$ cat src/rtl/obj_pkg.sv
// obj_pkg: shared constants, state encodings and helpers for the falling-object scheduler.
// Contents: screen/object geometry, game timing constants, LFSR seed/taps,
//           top and lane state enums, LFSR step and spawn-x helpers.
package obj_pkg;

  // Screen and object geometry (pixels)
  localparam int unsigned SCR_W    = 640;
  localparam int unsigned SCR_H    = 480;
  localparam int unsigned OBJ_SIZE = 40;
  localparam int unsigned PLAYER_W = 40;
  localparam int unsigned PLAYER_H = 40;

  // Game timing (frames) and scoring
  localparam int unsigned FALL_STEP = 2;
  localparam int unsigned RESPAWN1  = 30;
  localparam int unsigned RESPAWN2  = 45;
  localparam int unsigned HIT_MAX   = 9;

  // Datapath widths
  localparam int unsigned COORD_W = 12;
  localparam int unsigned EXT_W   = 13;
  localparam int unsigned CNT_W   = 6;
  localparam int unsigned HIT_W   = 4;

  // Spawn position source
  localparam int unsigned       LFSR_W      = 10;
  localparam logic [LFSR_W-1:0] LFSR_SEED   = 10'h2A5;
  localparam int unsigned       LFSR_TAP_HI = 9;
  localparam int unsigned       LFSR_TAP_LO = 6;
  localparam int unsigned       SPAWN_OFS   = 48;

  typedef enum logic [1:0] {
    ST_IDLE = 2'd0,
    ST_RUN  = 2'd1,
    ST_OVER = 2'd2
  } top_state_t;

  typedef enum logic {
    LN_WAIT = 1'b0,
    LN_FALL = 1'b1
  } lane_state_t;

  // Fibonacci step for x^10 + x^7 + 1
  function automatic logic [LFSR_W-1:0] lfsr_next(input logic [LFSR_W-1:0] s);
    return {s[LFSR_W-2:0], s[LFSR_TAP_HI] ^ s[LFSR_TAP_LO]};
  endfunction

  // 9 random bits offset into the playfield; clamp keeps the box on screen
  function automatic logic [COORD_W-1:0] spawn_pos(input logic [8:0] r);
    logic [COORD_W-1:0] x;
    x = COORD_W'(r) + COORD_W'(SPAWN_OFS);
    if (x > COORD_W'(SCR_W - OBJ_SIZE)) begin
      x = COORD_W'(SCR_W - OBJ_SIZE);
    end
    return x;
  endfunction

endpackage

$ cat src/rtl/obj_scheduler_if.sv
// obj_scheduler_if: player/display-side signals of the object scheduler.
// master drives: y_valid (vsync), start (pulse), player_x/player_y (player box).
// slave drives : obj1/obj2 x/y begin, end_show1/2, hit_count, game_over.
interface obj_scheduler_if;
  import obj_pkg::*;

  logic               y_valid;
  logic               start;
  logic [COORD_W-1:0] player_x;
  logic [COORD_W-1:0] player_y;
  logic [COORD_W-1:0] obj1_x_begin;
  logic [COORD_W-1:0] obj1_y_begin;
  logic [COORD_W-1:0] obj2_x_begin;
  logic [COORD_W-1:0] obj2_y_begin;
  logic               end_show1;
  logic               end_show2;
  logic [HIT_W-1:0]   hit_count;
  logic               game_over;

  modport master (
    output y_valid, start, player_x, player_y,
    input  obj1_x_begin, obj1_y_begin, obj2_x_begin, obj2_y_begin,
    input  end_show1, end_show2, hit_count, game_over
  );

  modport slave (
    input  y_valid, start, player_x, player_y,
    output obj1_x_begin, obj1_y_begin, obj2_x_begin, obj2_y_begin,
    output end_show1, end_show2, hit_count, game_over
  );

endinterface

$ cat src/rtl/obj_lane.sv
// obj_lane: one falling object. WAIT counts frames until respawn, FALL moves the
// object down and tests it against the player box each frame.
// Inputs : clk_vga, rst, tick (frame strobe), run (game active), init (restart),
//          init_count (WAIT counter start), spawn_x, player_x, player_y.
// Outputs: x, y (registered), end_show (registered, 1 = hidden),
//          hit (combinational, high on the frame strobe that collides).
module obj_lane
  import obj_pkg::*;
#(
  parameter int unsigned RESPAWN = 30
) (
  input  logic               clk_vga,
  input  logic               rst,
  input  logic               tick,
  input  logic               run,
  input  logic               init,
  input  logic [CNT_W-1:0]   init_count,
  input  logic [COORD_W-1:0] spawn_x,
  input  logic [COORD_W-1:0] player_x,
  input  logic [COORD_W-1:0] player_y,
  output logic [COORD_W-1:0] x,
  output logic [COORD_W-1:0] y,
  output logic               end_show,
  output logic               hit
);

  lane_state_t        state;
  logic [CNT_W-1:0]   count;
  logic [EXT_W-1:0]   ox;
  logic [EXT_W-1:0]   px;
  logic [EXT_W-1:0]   py;
  logic [EXT_W-1:0]   y_next;
  logic               overlap;
  logic               step;

  // Overlap of the object box at its next position with the player box
  always_comb begin
    ox      = EXT_W'(x);
    px      = EXT_W'(player_x);
    py      = EXT_W'(player_y);
    y_next  = EXT_W'(y) + EXT_W'(FALL_STEP);
    overlap = (ox < px + EXT_W'(PLAYER_W)) &&
              (px < ox + EXT_W'(OBJ_SIZE)) &&
              (y_next < py + EXT_W'(PLAYER_H)) &&
              (py < y_next + EXT_W'(OBJ_SIZE));
    // A restart on the same cycle swallows the frame strobe
    step    = tick && run && !init;
    hit     = step && (state == LN_FALL) && overlap;
  end

  // Lane FSM, respawn counter and position registers
  always_ff @(posedge clk_vga) begin
    if (rst) begin
      state    <= LN_WAIT;
      count    <= '0;
      x        <= '0;
      y        <= '0;
      end_show <= 1'b1;
    end else if (init) begin
      state    <= LN_WAIT;
      count    <= init_count;
      end_show <= 1'b1;
    end else if (step) begin
      unique case (state)
        LN_WAIT: begin
          end_show <= 1'b1;
          if (count == CNT_W'(RESPAWN - 1)) begin
            state    <= LN_FALL;
            count    <= '0;
            x        <= spawn_x;
            y        <= '0;
            end_show <= 1'b0;
          end else begin
            count <= count + CNT_W'(1);
          end
        end
        LN_FALL: begin
          // Hit is checked first so a collision at the floor still scores
          if (overlap) begin
            state    <= LN_WAIT;
            count    <= '0;
            y        <= y_next[COORD_W-1:0];
            end_show <= 1'b1;
          end else if (y_next >= EXT_W'(SCR_H - OBJ_SIZE)) begin
            state    <= LN_WAIT;
            count    <= '0;
            y        <= COORD_W'(SCR_H - OBJ_SIZE);
            end_show <= 1'b1;
          end else begin
            y <= y_next[COORD_W-1:0];
          end
        end
      endcase
    end
  end

endmodule

$ cat src/rtl/obj_scheduler.sv
// obj_scheduler: per-frame game controller for two falling objects.
// Ports: clk_vga, rst (sync, active-high), bus (obj_scheduler_if.slave):
//   in : y_valid (vsync, rising edge = frame tick), start, player_x, player_y
//   out: obj1/obj2 x/y begin, end_show1/2, hit_count, game_over
module obj_scheduler
  import obj_pkg::*;
(
  input  logic           clk_vga,
  input  logic           rst,
  obj_scheduler_if.slave bus
);

  localparam int unsigned SUM_W = HIT_W + 1;

  logic               y_valid_q;
  logic               tick;
  logic [LFSR_W-1:0]  lfsr;
  top_state_t         state;
  logic [HIT_W-1:0]   hit_count;
  logic [HIT_W-1:0]   hc_next;
  logic [SUM_W-1:0]   hit_sum;
  logic               game_over;
  logic               run;
  logic               hit1;
  logic               hit2;
  logic               es1;
  logic               es2;
  logic [COORD_W-1:0] x1;
  logic [COORD_W-1:0] y1;
  logic [COORD_W-1:0] x2;
  logic [COORD_W-1:0] y2;
  logic [COORD_W-1:0] spawn1;
  logic [COORD_W-1:0] spawn2;

  assign tick   = bus.y_valid & ~y_valid_q;
  assign run    = (state == ST_RUN);
  // Lane 2 uses a rotated view of the LFSR so the two spawns decorrelate
  assign spawn1 = spawn_pos(lfsr[8:0]);
  assign spawn2 = spawn_pos({lfsr[0], lfsr[9:2]});

  // Vsync edge register and free-running spawn LFSR
  always_ff @(posedge clk_vga) begin
    if (rst) begin
      y_valid_q <= 1'b1;
      lfsr      <= LFSR_SEED;
    end else begin
      y_valid_q <= bus.y_valid;
      lfsr      <= lfsr_next(lfsr);
    end
  end

  // Saturating add of this frame's hits
  always_comb begin
    hit_sum = SUM_W'(hit_count) + SUM_W'(hit1) + SUM_W'(hit2);
    if (hit_sum >= SUM_W'(HIT_MAX)) begin
      hc_next = HIT_W'(HIT_MAX);
    end else begin
      hc_next = hit_sum[HIT_W-1:0];
    end
  end

  // Game FSM and score; start has priority over everything but reset
  always_ff @(posedge clk_vga) begin
    if (rst) begin
      state     <= ST_IDLE;
      hit_count <= '0;
      game_over <= 1'b0;
    end else if (bus.start) begin
      state     <= ST_RUN;
      hit_count <= '0;
      game_over <= 1'b0;
    end else if (tick && run) begin
      hit_count <= hc_next;
      if (hc_next == HIT_W'(HIT_MAX)) begin
        state     <= ST_OVER;
        game_over <= 1'b1;
      end
    end
  end

  obj_lane #(
    .RESPAWN (RESPAWN1)
  ) u_lane1 (
    .clk_vga    (clk_vga),
    .rst        (rst),
    .tick       (tick),
    .run        (run),
    .init       (bus.start),
    .init_count (CNT_W'(0)),
    .spawn_x    (spawn1),
    .player_x   (bus.player_x),
    .player_y   (bus.player_y),
    .x          (x1),
    .y          (y1),
    .end_show   (es1),
    .hit        (hit1)
  );

  obj_lane #(
    .RESPAWN (RESPAWN2)
  ) u_lane2 (
    .clk_vga    (clk_vga),
    .rst        (rst),
    .tick       (tick),
    .run        (run),
    .init       (bus.start),
    .init_count (CNT_W'(RESPAWN2 / 2)),
    .spawn_x    (spawn2),
    .player_x   (bus.player_x),
    .player_y   (bus.player_y),
    .x          (x2),
    .y          (y2),
    .end_show   (es2),
    .hit        (hit2)
  );

  assign bus.obj1_x_begin = x1;
  assign bus.obj1_y_begin = y1;
  assign bus.obj2_x_begin = x2;
  assign bus.obj2_y_begin = y2;
  // Game over hides both objects even if a lane was mid-fall
  assign bus.end_show1    = es1 | game_over;
  assign bus.end_show2    = es2 | game_over;
  assign bus.hit_count    = hit_count;
  assign bus.game_over    = game_over;

endmodule

$ cat src/flat_wrapper.sv
// flat-port wrapper written by rule: the top's interface ports become plain ports
module obj_scheduler_flat import obj_pkg::*;
  (clk_vga, rst, bus_y_valid, bus_start, bus_player_x, bus_player_y, bus_obj1_x_begin, bus_obj1_y_begin, bus_obj2_x_begin, bus_obj2_y_begin, bus_end_show1, bus_end_show2, bus_hit_count, bus_game_over);
  obj_scheduler_if bus_i ();
  input  logic clk_vga;
  input  logic rst;
  input wire logic [$bits(bus_i.y_valid)-1:0] bus_y_valid;
  input wire logic [$bits(bus_i.start)-1:0] bus_start;
  input wire logic [$bits(bus_i.player_x)-1:0] bus_player_x;
  input wire logic [$bits(bus_i.player_y)-1:0] bus_player_y;
  output wire logic [$bits(bus_i.obj1_x_begin)-1:0] bus_obj1_x_begin;
  output wire logic [$bits(bus_i.obj1_y_begin)-1:0] bus_obj1_y_begin;
  output wire logic [$bits(bus_i.obj2_x_begin)-1:0] bus_obj2_x_begin;
  output wire logic [$bits(bus_i.obj2_y_begin)-1:0] bus_obj2_y_begin;
  output wire logic [$bits(bus_i.end_show1)-1:0] bus_end_show1;
  output wire logic [$bits(bus_i.end_show2)-1:0] bus_end_show2;
  output wire logic [$bits(bus_i.hit_count)-1:0] bus_hit_count;
  output wire logic [$bits(bus_i.game_over)-1:0] bus_game_over;
  assign bus_i.y_valid = bus_y_valid;
  assign bus_i.start = bus_start;
  assign bus_i.player_x = bus_player_x;
  assign bus_i.player_y = bus_player_y;
  assign bus_obj1_x_begin = bus_i.obj1_x_begin;
  assign bus_obj1_y_begin = bus_i.obj1_y_begin;
  assign bus_obj2_x_begin = bus_i.obj2_x_begin;
  assign bus_obj2_y_begin = bus_i.obj2_y_begin;
  assign bus_end_show1 = bus_i.end_show1;
  assign bus_end_show2 = bus_i.end_show2;
  assign bus_hit_count = bus_i.hit_count;
  assign bus_game_over = bus_i.game_over;
  obj_scheduler u_core (.clk_vga(clk_vga), .rst(rst), .bus(bus_i));
endmodule
$ cat config.mk
export PLATFORM = sky130hd
export DESIGN_NAME = obj_scheduler_flat
export DESIGN_NICKNAME = d
export VERILOG_FILES = /design/src/rtl/obj_pkg.sv /design/src/rtl/obj_scheduler_if.sv /design/src/rtl/obj_lane.sv /design/src/rtl/obj_scheduler.sv /design/src/flat_wrapper.sv
export SDC_FILE = /design/constraint.sdc
export NUM_CORES = 1
export LEC_CHECK = 0
export ABC_AREA = 1
export BUFFER_PORTS_ARGS = -buffer_cell sky130_fd_sc_hd__buf_2
export CORE_MARGIN = 2
export CORE_UTILIZATION = 60
export DETAILED_ROUTE_END_ITERATION = 6
export PLACE_DENSITY = 0.92
export SYNTH_ARGS = -nofsm -noshare
export SYNTH_HDL_FRONTEND = slang
export SYNTH_HIERARCHICAL = 1
export SYNTH_SLANG_ARGS = --single-unit
$ cat constraint.sdc
create_clock -name clk_vga -period 4.4 [get_ports clk_vga]
set_input_delay 0.88 -clock clk_vga [delete_from_list [all_inputs] [get_ports clk_vga]]
set_output_delay 0.88 -clock clk_vga [all_outputs]
set_load 0.01 [all_outputs]
# ---- After elaboration in Yosys (flattened, before gate mapping)
# Cells that the tools add are included.
dict set report classes {
  bitwise_logic 8
  n_addsub 14
  n_mux 40
  magnitude_cmp 13
  eq_ne 9
  n_reduce_logical 26
}
# operator count
set ops {}
lappend ops {{$mux 12} 8}
lappend ops {{$lt 12x13->1} 6}
lappend ops {{$add 12x6->13 const B} 4}
lappend ops {{$pmux 12 s2} 2}
lappend ops {{$mux 6} 6}
lappend ops {{$add 12x2->13 const B} 2}
lappend ops {{$add 13x6->13 const B} 2}
lappend ops {{$ge 13x9->1 const B} 2}
lappend ops {{$lt 13x13->1} 2}
lappend ops {{$gt 12x10->1 const B} 2}
lappend ops {{$pmux 6 s2} 2}
lappend ops {{$add 9x6->10 const B} 2}
lappend ops {{$mux 1} 15}
lappend ops {{$add 6x1->6 const B} 2}
lappend ops {{$logic_and 1x1->1} 12}
lappend ops {{$mux 5} 2}
lappend ops {{$reduce_and 2->1} 5}
lappend ops {{$pmux 1 s2} 4}
lappend ops {{$reduce_and 4->1} 2}
lappend ops {{$eq 6x5->1 const B} 1}
lappend ops {{$eq 6x6->1 const B} 1}
lappend ops {{$ne 3x1->1 const B} 2}
lappend ops {{$reduce_and 3->1} 2}
lappend ops {{$reduce_bool 2->1} 3}
lappend ops {{14 further kinds} 19}
dict set report totals {
  reg_bits 81
  in_bits 28
  out_inout_bits 55
}

# ---- Logic depth before layout (Yosys ltp)
# Gate-level depths: netlist (run 1).
dict set report logic_depth {
  word_depth 14
  ltp_mapped 32
  depth_no_buf 32
}

# ---- Cells and area by module
# Netlist (run 1), hierarchy kept.
# module instances area_per_inst_um2 cells_each
set modules_own_cells {}
lappend modules_own_cells {{obj_lane at u_core.u_lane1} 1 3606.0 523}
lappend modules_own_cells {{obj_lane at u_core.u_lane2} 1 3525.9 523}
lappend modules_own_cells {obj_scheduler 1 913.4 136}

# ---- Worst setup path after synthesis (run 1)
# OpenSTA, ideal clock, no wires.
dict set report synth_path {
  path_kind {input to register}
  from {input port bus_player_y[3]}
  to {register u_core.hit_count[0] (netlist: u_core/bus.hit_count[0])}
  setup_time_ps 109
  n_path_buf 0
  setup_slack_ps 571
  required_time_ps 4291
  cell_stages 23
  arrival_ps 3720
  cell_sequence {ha_1 o21ai_0 nor2_1 nand4_1 xor2_1 ha_1 nand2_1 nor4_1 o21ai_0 nand3_1 nor2_2 nand3_2 nor2_1 fa_1 ha_1 nor2_1 nand3_1 nand2_2 nand2_1 nor2_1 nand2_1 nand2_1 inv_1}
}
dict set report synth_via {
  elab_chain_len 9
  word_cells_on_any_way 15
}
# element line_no
set synth_rtl {}
lappend synth_rtl {{from (decl)} flat_wrapper.sv:10} ;# input wire logic [$bits(bus_i.player_y)-1:0] bus_player_y;
lappend synth_rtl {{$add 12x6->13} obj_lane.sv:44} ;# (y_next < py + EXT_W'(PLAYER_H)) &&
lappend synth_rtl {{$lt 13x13->1} obj_lane.sv:44}
lappend synth_rtl {{$logic_and 1x1->1} obj_lane.sv:43} ;# (px < ox + EXT_W'(OBJ_SIZE)) &&
lappend synth_rtl {{$logic_and 1x1->1 (*)} obj_lane.sv:44}
lappend synth_rtl {{$logic_and 1x1->1 (*)} obj_lane.sv:48} ;# hit = step && (state == LN_FALL) && overlap;
lappend synth_rtl {{via u_core.hit1} obj_scheduler.sv:24} ;# logic hit1;
lappend synth_rtl {{$add 4x1->5 (*)} obj_scheduler.sv:54} ;# hit_sum = SUM_W'(hit_count) + SUM_W'(hit1) + SUM_W'(hit2);
lappend synth_rtl {{$add 5x1->5 (*)} obj_scheduler.sv:54}
lappend synth_rtl {{$ge 5x4->1} obj_scheduler.sv:55} ;# if (hit_sum >= SUM_W'(HIT_MAX)) begin
lappend synth_rtl {{$mux 4 (*)} obj_scheduler.sv:55}
lappend synth_rtl {{to (signal assigned)} obj_scheduler.sv:73} ;# hit_count <= hc_next;
lappend synth_rtl {{to (decl)} obj_scheduler.sv:19} ;# logic [HIT_W-1:0] hit_count;
# Mark *: on every way through the listed nets, which the timed path passes. The rest lies on a longest branch.
# A chain may end at the register's enable or synchronous reset.

# ---- Worst setup path in the final report (run 1)
dict set report layout_path {
  from {input port bus_player_y[3]}
  to {register u_core.hit_count[0] (netlist: u_core/bus.hit_count[0])}
}
dict set report layout_via {
  word_cells_on_any_way 15
}
# element line_no
set layout_lines {}
lappend layout_lines {{$add 12x6->13} obj_lane.sv:44}
lappend layout_lines {{$lt 13x13->1} obj_lane.sv:44}
lappend layout_lines {{$logic_and 1x1->1} obj_lane.sv:43}
lappend layout_lines {{$logic_and 1x1->1 (*)} obj_lane.sv:44}
lappend layout_lines {{$logic_and 1x1->1 (*)} obj_lane.sv:48}
lappend layout_lines {{via u_core.hit2} obj_scheduler.sv:25} ;# logic hit2;
lappend layout_lines {{$add 5x1->5 (*)} obj_scheduler.sv:54}
lappend layout_lines {{$ge 5x4->1} obj_scheduler.sv:55}
lappend layout_lines {{$mux 4 (*)} obj_scheduler.sv:55}
# Marks and branches as above.

==> summary.txt, run 1 <==
Setup path
  • Buf/Inv on CP: 2
  • Critical R2R Launch: u_core/u_lane1/y[1]
  • Worst path cell trace: buf_2 -> ha_1 -> o21ai_0 -> nor2_1 -> nand4_1 -> xor2_1 -> ha_1 -> nand2_1 -> nor4_1 -> o21ai_0 -> nand3_1 -> nor2_1 -> nand3_4 -> nor2_1 -> fa_1 -> ha_1 -> nor2_1 -> nand3_1 -> nand2_2 -> nand2_1 -> nor2_1 -> nand2_1 -> nand2_1 -> inv_1
  • Crit-path max FO: 6
  • Reg2Reg Setup Slack: around 0.38 ns
  • Setup CP Type: primary input to flop
  • Crit path max-delay family: simple AND/OR/NAND/NOR gates
  • RR Endpoint: u_core/bus.hit_count[0]
  • Data arrival, critical path: 4.26 ns
  • Worst EP required: about 4.6 ns
  • Crit path from: bus_player_y[3]
  • Most used cell, CP: nor2_1
  • Register-to-Register Path Depth: 29
  • CP max stage cell: fa_1
  • Worst path max stage delay: 0.43 ns
  • Crit end category: flop
  • CP Launch Type: primary input

GRT
  • First-pass GRT wire length: 31,730 µm
  • Met2 Resource Use GR: ~48%
  • GRT Max-Usage Layer: met2
  • Initial antenna violation count: 0
  • All-Layer GR Usage: a little over a quarter
  • Largest net degree at the start of global routing: 29
  • Met3 usage: about 4.7%
  • Met1 GRT Util: approximately 31%
  • Overflow left after global routing: 0
  • Vias in the first global route: between 7,000 and 8,000

Timing
  • Post-layout min period: ~4.0 ns
  • Final worst path period share: about nine tenths
  • Max-slew headroom: 57.85%
  • Fmax: around 0.25 GHz
  • Final Hold Viols: 0
  • Clock Skew: 0.01159 ns
  • Worst-Margin Slew: approximately 0.63 ns
  • Setup_tns: 0 ns
  • Final Max Tran Viols: 0
  • # setup viols final: 0

Pwr
  • Peak VDD IR: approximately 0.0002 V
  • PwrDens: approximately 200 nW/µm²
  • Leakage: around 4.3 nW

CTS
  • Root Driver: clkbuf_16
  • Worst skew pair latency: 0.35 ns
  • Clk pin slew, worst setup/hold paths: around 0.060 ns
  • Clock Tree Buf Depth: 2
  • CTS tree: built
  • Hold_buf cts: 0
  • CTS buffer count: 9
  • H-tree Lvls: 3
  • TritonCTS Sinks: 79

Die
  • Floorplan Core Area: between 10,000 and 15,000 µm²
  • I/O Pins: 83
  • Initial Utilization: roughly three fifths
  • Die X: 119.8 µm
  • Vert. Die Dim: around 120 µm
  • Die Area: around 14,000 µm²
  • Cell row count: 42

Placement
  • HPWL after DPL: about 15,000 µm
  • Gpl congestion: 0.9087
  • PortBufs: 80

Synthesis
  • Yosys warnings: 6
  • Post-synthesis sequential area ratio: about a fifth
  • Distinct cell type count after synthesis: between 40 and 50
  • Syn Area/Cell: roughly 7 µm²
  • Post-Syn Area: 8045 µm²
  • Register bit total from synthesis: 79
  • Cells after synthesis: around 1,200

Status
  • Outcome: complete, no violations

Layout
  • Area of the multi-input gates: around 5700 µm²
  • Layout cells sized above 1: approximately 20%
  • P&R area growth vs syn: 10.06%
  • Final core utilization: ~67%
  • Register Area: about 1600 µm²
  • Antenna Cells: 0
  • Layout filler cell count: 1,088
  • Final net count: between 1,000 and 1,500

Min path
  • Hold path endpoint: u_core/lfsr[2]
  • Hold_sp: u_core/lfsr[1]
  • Worst hold path class: flop to flop
  • Worst hold path cell count: 2

Drt
  • Via count: about 7,900
  • Drt wl/cell: between 10 and 15 µm
  • Final antenna-violating net count: 0
  • Final wirelength: ~19,000 µm
  • Drt initial violations: about 410
  • Via-to-Cell Ratio: 5.467
  • DR DRC count: 0
  • DR pass1 iterations: 5

Job
  • MaxCap Viol Count: 0
## worst min-delay path: stages (launching register included)
cell,delay (ns)
dfxtp_1,0.30
inv_1,0.05
nand2_1,0.05
## cells in the mapped netlist, drive strengths merged
cell	number	area share (%)
dfxtp	79	20
o21a	2	0.19
nor3	13	0.95
fa	1	0.25
clkinv	1	0.11
a32o	1	0.12
ha	104	16
or2	5	0.39
a21oi	110	8.3
nand4	31	2.4
nand3	77	7.0
buf	17	1.7
clkbuf	10	0.64
dlygate4sd1	1	0.11
a31oi	3	0.23
conb	4	0.19
a211oi	2	0.19
a22oi	5	0.47
a22o	1	0.11
a21o	4	0.37
nor4	2	0.16
nand2	282	14
xnor2	6	0.65
dlygate4sd3	1	0.12
inv	159	7.4
xor2	52	5.7
nand3b	6	0.61
a32oi	1	0.11
o211ai	2	0.19
nor2	143	7.5
o21ai	57	3.6
## layout by cell type, fill, tap and decap left out, types with 6 or more instances in the layout
cell,count
clkbuf_16,9
a21oi_1,79
nor3_1,12
o21ai_0,53
nand4_1,31
dfxtp_2,7
xor2_1,52
nand3_2,31
inv_2,12
nand3_1,44
nand2_1,244
conb_1,18
inv_1,147
nor2_1,125
ha_1,101
dfxtp_1,72
nand2_2,36
xnor2_1,6
nor2_2,13
a21oi_2,31
buf_2,80
## through the flow
| step | cell area, µm² | hold slack, ns | instances | setup slack (ns) | total power, mW |
|---|---|---|---|---|---|
| after floorplan | 8098 | 0.3918 | 1196 | 0.5708 | 0.9757 |
| after global placement | 8544 | 0.4075 | 1427 | 0.2536 | 1.045 |
| after detailed placement | 8544 | 0.4141 | 1427 | 0.07023 | 1.058 |
| after CTS | 8817 | 0.4297 | 1443 | 0.2915 | 1.758 |
| after global routing | 8855 | 0.4500 | 1444 | -0.004509 | 1.839 |
| final | 8855 | 0.4279 | 1444 | 0.3748 | 1.746 |
## registers in the layout (all words and copies together), names as in the netlist
name and cells:
u_core/u_lane2/end_show 1, u_core/lfsr 10, u_core/u_lane1/count 6, u_core/u_lane1/y 11
u_core/u_lane2/state 1, u_core/state 1, u_core/y_valid_q 1, u_core/bus.game_over 1
u_core/bus.hit_count 4, u_core/u_lane1/end_show 1, u_core/u_lane2/count 6, u_core/u_lane1/state 1
u_core/u_lane1/x 12, u_core/u_lane2/y 11, u_core/u_lane2/x 12
## worst max path at each step
stage                              end  slack [ns]  cells after the start
6_report       u_core/bus.hit_count[0]        0.37                     24
5_1_grt        u_core/bus.hit_count[0]      -0.005                     30
4_1_cts        u_core/bus.hit_count[0]        0.29                     29
3_5_place_dp   u_core/bus.hit_count[0]        0.07                     24
3_3_place_gp   u_core/bus.hit_count[0]        0.25                     24
2_1_floorplan  u_core/bus.hit_count[0]        0.57                     23
## what timing repair did
item / in CTS / in global routing
setup buffers: 0 / 1
gates resized for setup: 0 / 14
setup endpoints to repair: 0 / 5
## metal layers
layer	part of all wire [%]	routed length, µm
met5	0	0
met1	42	8007
met2	50	9619
met3	5.2	999
met4	2.3	442
## where the power goes
part	switching, mW	internal (mW)
registers	0.0147	0.732
clock network	0.310	0.385
logic	0.190	0.113
total	0.515	1.23
## area by class of cell
| class | instances | area share (%) |
|---|---|---|
| inverter | 160 | 6.839 |
| clock inverter | 6 | 0.4946 |
| sequential | 79 | 17.96 |
| multi-input combinational | 928 | 64.69 |
| clock buffer | 10 | 2.586 |
| timing repair buffer | 85 | 4.946 |
| tap | 176 | 2.487 |
## cells by family (layout without fill, tap and decap cells)
family | Yosys count | count (layout) | share of synthesized area (%)
compound gates | 188 | 188 | 13.90
xor+xnor | 58 | 58 | 6.314
fa+ha+maj | 105 | 105 | 16.42
buf+inv | 189 | 261 | 10.06
flops | 79 | 79 | 19.66
other cells | 4 | 18 | 0.1866
simple gates | 559 | 559 | 33.45
(Power assumes the default switching activity.)
==> run 2: changes to the inputs <==
--- a/config.mk
+++ b/config.mk
@@ -10,7 +10,7 @@
 export CORE_MARGIN = 2
 export CORE_UTILIZATION = 60
 export DETAILED_ROUTE_END_ITERATION = 6
-export PLACE_DENSITY = 0.92
+export PLACE_DENSITY = 0.81
 export SYNTH_ARGS = -nofsm -noshare
 export SYNTH_HDL_FRONTEND = slang
 export SYNTH_HIERARCHICAL = 1
==> run 2 against run 1 <==
Worst setup slack gained 0.010 ns. Flip-flop and latch count is the same. Combinational power shrank 2%. Routed wire length shrank 4.1%. Clock-buffer cell count is the same. Clock skew shrank 0.00088 ns. Critical path depth grew 6. Global-route usage shrank 1.1 points. Fmax grew 0.25%. Largest cell class unchanged. Hold slack lost 0.0012 ns. Sequential share of layout area shrank 0.095 points. Cell count is essentially flat.
==> summary.txt, run 2 (same netlist as run 1, synthesis figures left out) <==
Status
  • Outcome: complete, no violations

Timing
  • Post-layout min period: 4.015 ns (-0.01018 ns)
  • Setup slack after layout: 0.3850 ns (+0.01018 ns)
  • Fmax: 0.2491 GHz (+0.25%)
  • Final Max Tran Viols: 0 (unchanged)
  • Clock Skew: 0.01070 ns (-0.0008840 ns)
  • Max-slew headroom: 56.66% (-1.2 points)
  • Final worst path period share: 91.25% (-0.23 points)
  • RSZ-0062 raised after global routing: no
  • Setup_tns: 0 ns (unchanged)
  • Final Hold Viols: 0 (unchanged)
  • Worst-Margin Slew: 0.6486 ns (+0.01783 ns)
  • # setup viols final: 0 (unchanged)

Drt
  • Via count: 7,685 (-2.7%)
  • Drt initial violations: 341 (-18%)
  • DR DRC count: 0 (unchanged)
  • DR pass1 iterations: 5 (unchanged)
  • Final wirelength: 18,280 µm (-4.1%)
  • Final antenna-violating net count: 0 (unchanged)
  • Via-to-Cell Ratio: 5.318 (-2.7%)
  • Drt wl/cell: 12.65 µm (-4.2%)

CTS
  • Root Driver: clkbuf_16
  • H-tree Lvls: 3 (unchanged)
  • Worst skew pair latency: 0.34 ns (about the same)
  • CTS buffer count: 9 (unchanged)
  • TritonCTS Sinks: 79 (unchanged)
  • Clock Tree Buf Depth: 2 (unchanged)
  • CTS tree: built
  • Clk pin slew, worst setup/hold paths: 0.07 ns (about the same)

Layout
  • Layout cells sized above 1: 19.46% (-0.33 points)
  • Final core utilization: 67.33% (+0.20 points)
  • Commonest non-fill, non-tap cell in the layout: nand2_1
  • Fin cells: 1,445 (+0.069%)
  • Largest regs: u_core/u_lane1/x x12, u_core/u_lane2/x x12
  • P&R area growth vs syn: 10.39%
  • Antenna Cells: 0 (unchanged)
  • Final net count: 1,397 (+0.072%)
  • Most frequent cells in the layout: nand2_1, inv_1, nor2_1

Pwr
  • Peak VDD IR: 0.0001937 V (-1.1%)
  • Leakage: 4.331 nW (+0.41%)
  • PwrDens: 205.3 nW/µm² (+4.2%)
  • Power consumption: 1.824 mW (+4.5%)

Setup path
  • Worst EP required: 4.64 ns (about the same)
  • Worst path max stage delay: 0.41 ns (-0.02 ns)
  • Setup CP Type: flop to flop
  • Crit-path max FO: 6 (unchanged)
  • Most used cell, CP: nand2_1
  • CP max stage cell: fa_1
  • Crit path max-delay family: simple AND/OR/NAND/NOR gates
  • Buf/Inv on CP: 3 (+1)
  • Crit end category: flop
  • Data arrival, critical path: 4.26 ns (about the same)
  • CP Launch Type: flop

Placement
  • Gpl congestion: 0.8756 (-3.6%)
  • Dpl ws: 0.09469 ns (+0.02446 ns)
  • PortBufs: 80 (unchanged)
  • Placed cells: 1,426 (-0.070%)
  • HPWL after DPL: 14,180 µm (-2.9%)

Die
  • Die X: 119.8 µm (unchanged)
  • Cell row count: 42 (unchanged)
  • I/O Pins: 83 (unchanged)
  • Vert. Die Dim: 119.8 µm (unchanged)
  • Initial Utilization: 60.99% (unchanged)
  • Floorplan Core Area: 13,190 µm² (unchanged)
  • Die Area: 14,350 µm² (unchanged)

GRT
  • First-pass GRT wire length: 30,290 µm (-4.5%)
  • Vias in the first global route: 6,835 (-6.4%)
  • Largest net degree at the start of global routing: 29 (unchanged)
  • All-Layer GR Usage: 25.39% (-1.1 points)
  • Initial antenna violation count: 0 (unchanged)
  • Overflow left after global routing: 0 (unchanged)

Min path
  • Worst hold path class: flop to flop

Job
  • MaxCap Viol Count: 0 (unchanged)
-- run 2: cell count changes in the layout (fill, tap and decap cells not counted), sizes merged --
cell / change
buf: +1
bufinv: +1
clkinv: -2
clkinvlp: +1
-- run 2: report_power, final --
part,switching [mW],internal [mW]
combinational,0.185,0.112
sequential,0.0148,0.732
clock,0.321,0.458
-- run 2: worst register-to-register path: cells and delay by family (launching register included) --
kind                       cells  cell delay (ns)
DFF                            1             0.38
and+or+nand+nor               20             1.50
buffers and inverters          3             0.24
adders and majority gates      5             1.48
xor gates and xnor gates       1             0.15
AOI/OAI and AO/OA              1             0.18
-- run 2: path summary, 6_finish.rpt --
check | start | endpoint | slack, ns | cells after the start
max | u_core/u_lane2/y[2] | u_core/bus.hit_count[0] | 0.39 | 30
min | u_core/lfsr[1] | u_core/lfsr[2] | 0.43 | 2
max reg2reg | u_core/u_lane2/y[2] | u_core/bus.hit_count[0] | 0.39 | 30
min reg2reg | u_core/lfsr[1] | u_core/lfsr[2] | 0.43 | 2
-- run 2: layout make-up --
class,instances,area [µm²]
clock inverter,6,67.56
sequential,79,1587
multi-input combinational,928,5717
clock buffer,10,239.0
fill,1178,4309
inverter,160,605.6
tap,176,220.2
timing repair buffer,86,445.4
-- run 2: what timing repair did --
action,in CTS,in global routing
endpoints found under the hold margin,0,0
hold buffers,0,0
resized for setup,0,9
buffers inserted,0,3
endpoints found under the setup margin,0,4
-- run 2: layer usage --
| metal | track usage (%) | routed length, µm |
|---|---|---|
| met5 | 0 | 0 |
| met4 | 6.765 | 262 |
| met3 | 4.658 | 912 |
| met2 | 46.14 | 9139 |
| met1 | 30.64 | 7965 |
-- run 2: per-stage QoR --
stage	area (µm²)	hold slack [ns]
3_5_place_dp	8537	0.4164
5_1_grt	8881	0.4593
3_3_place_gp	8537	0.4044
2_1_floorplan	8098	0.3918
4_1_cts	8843	0.4314
6_report	8881	0.4266
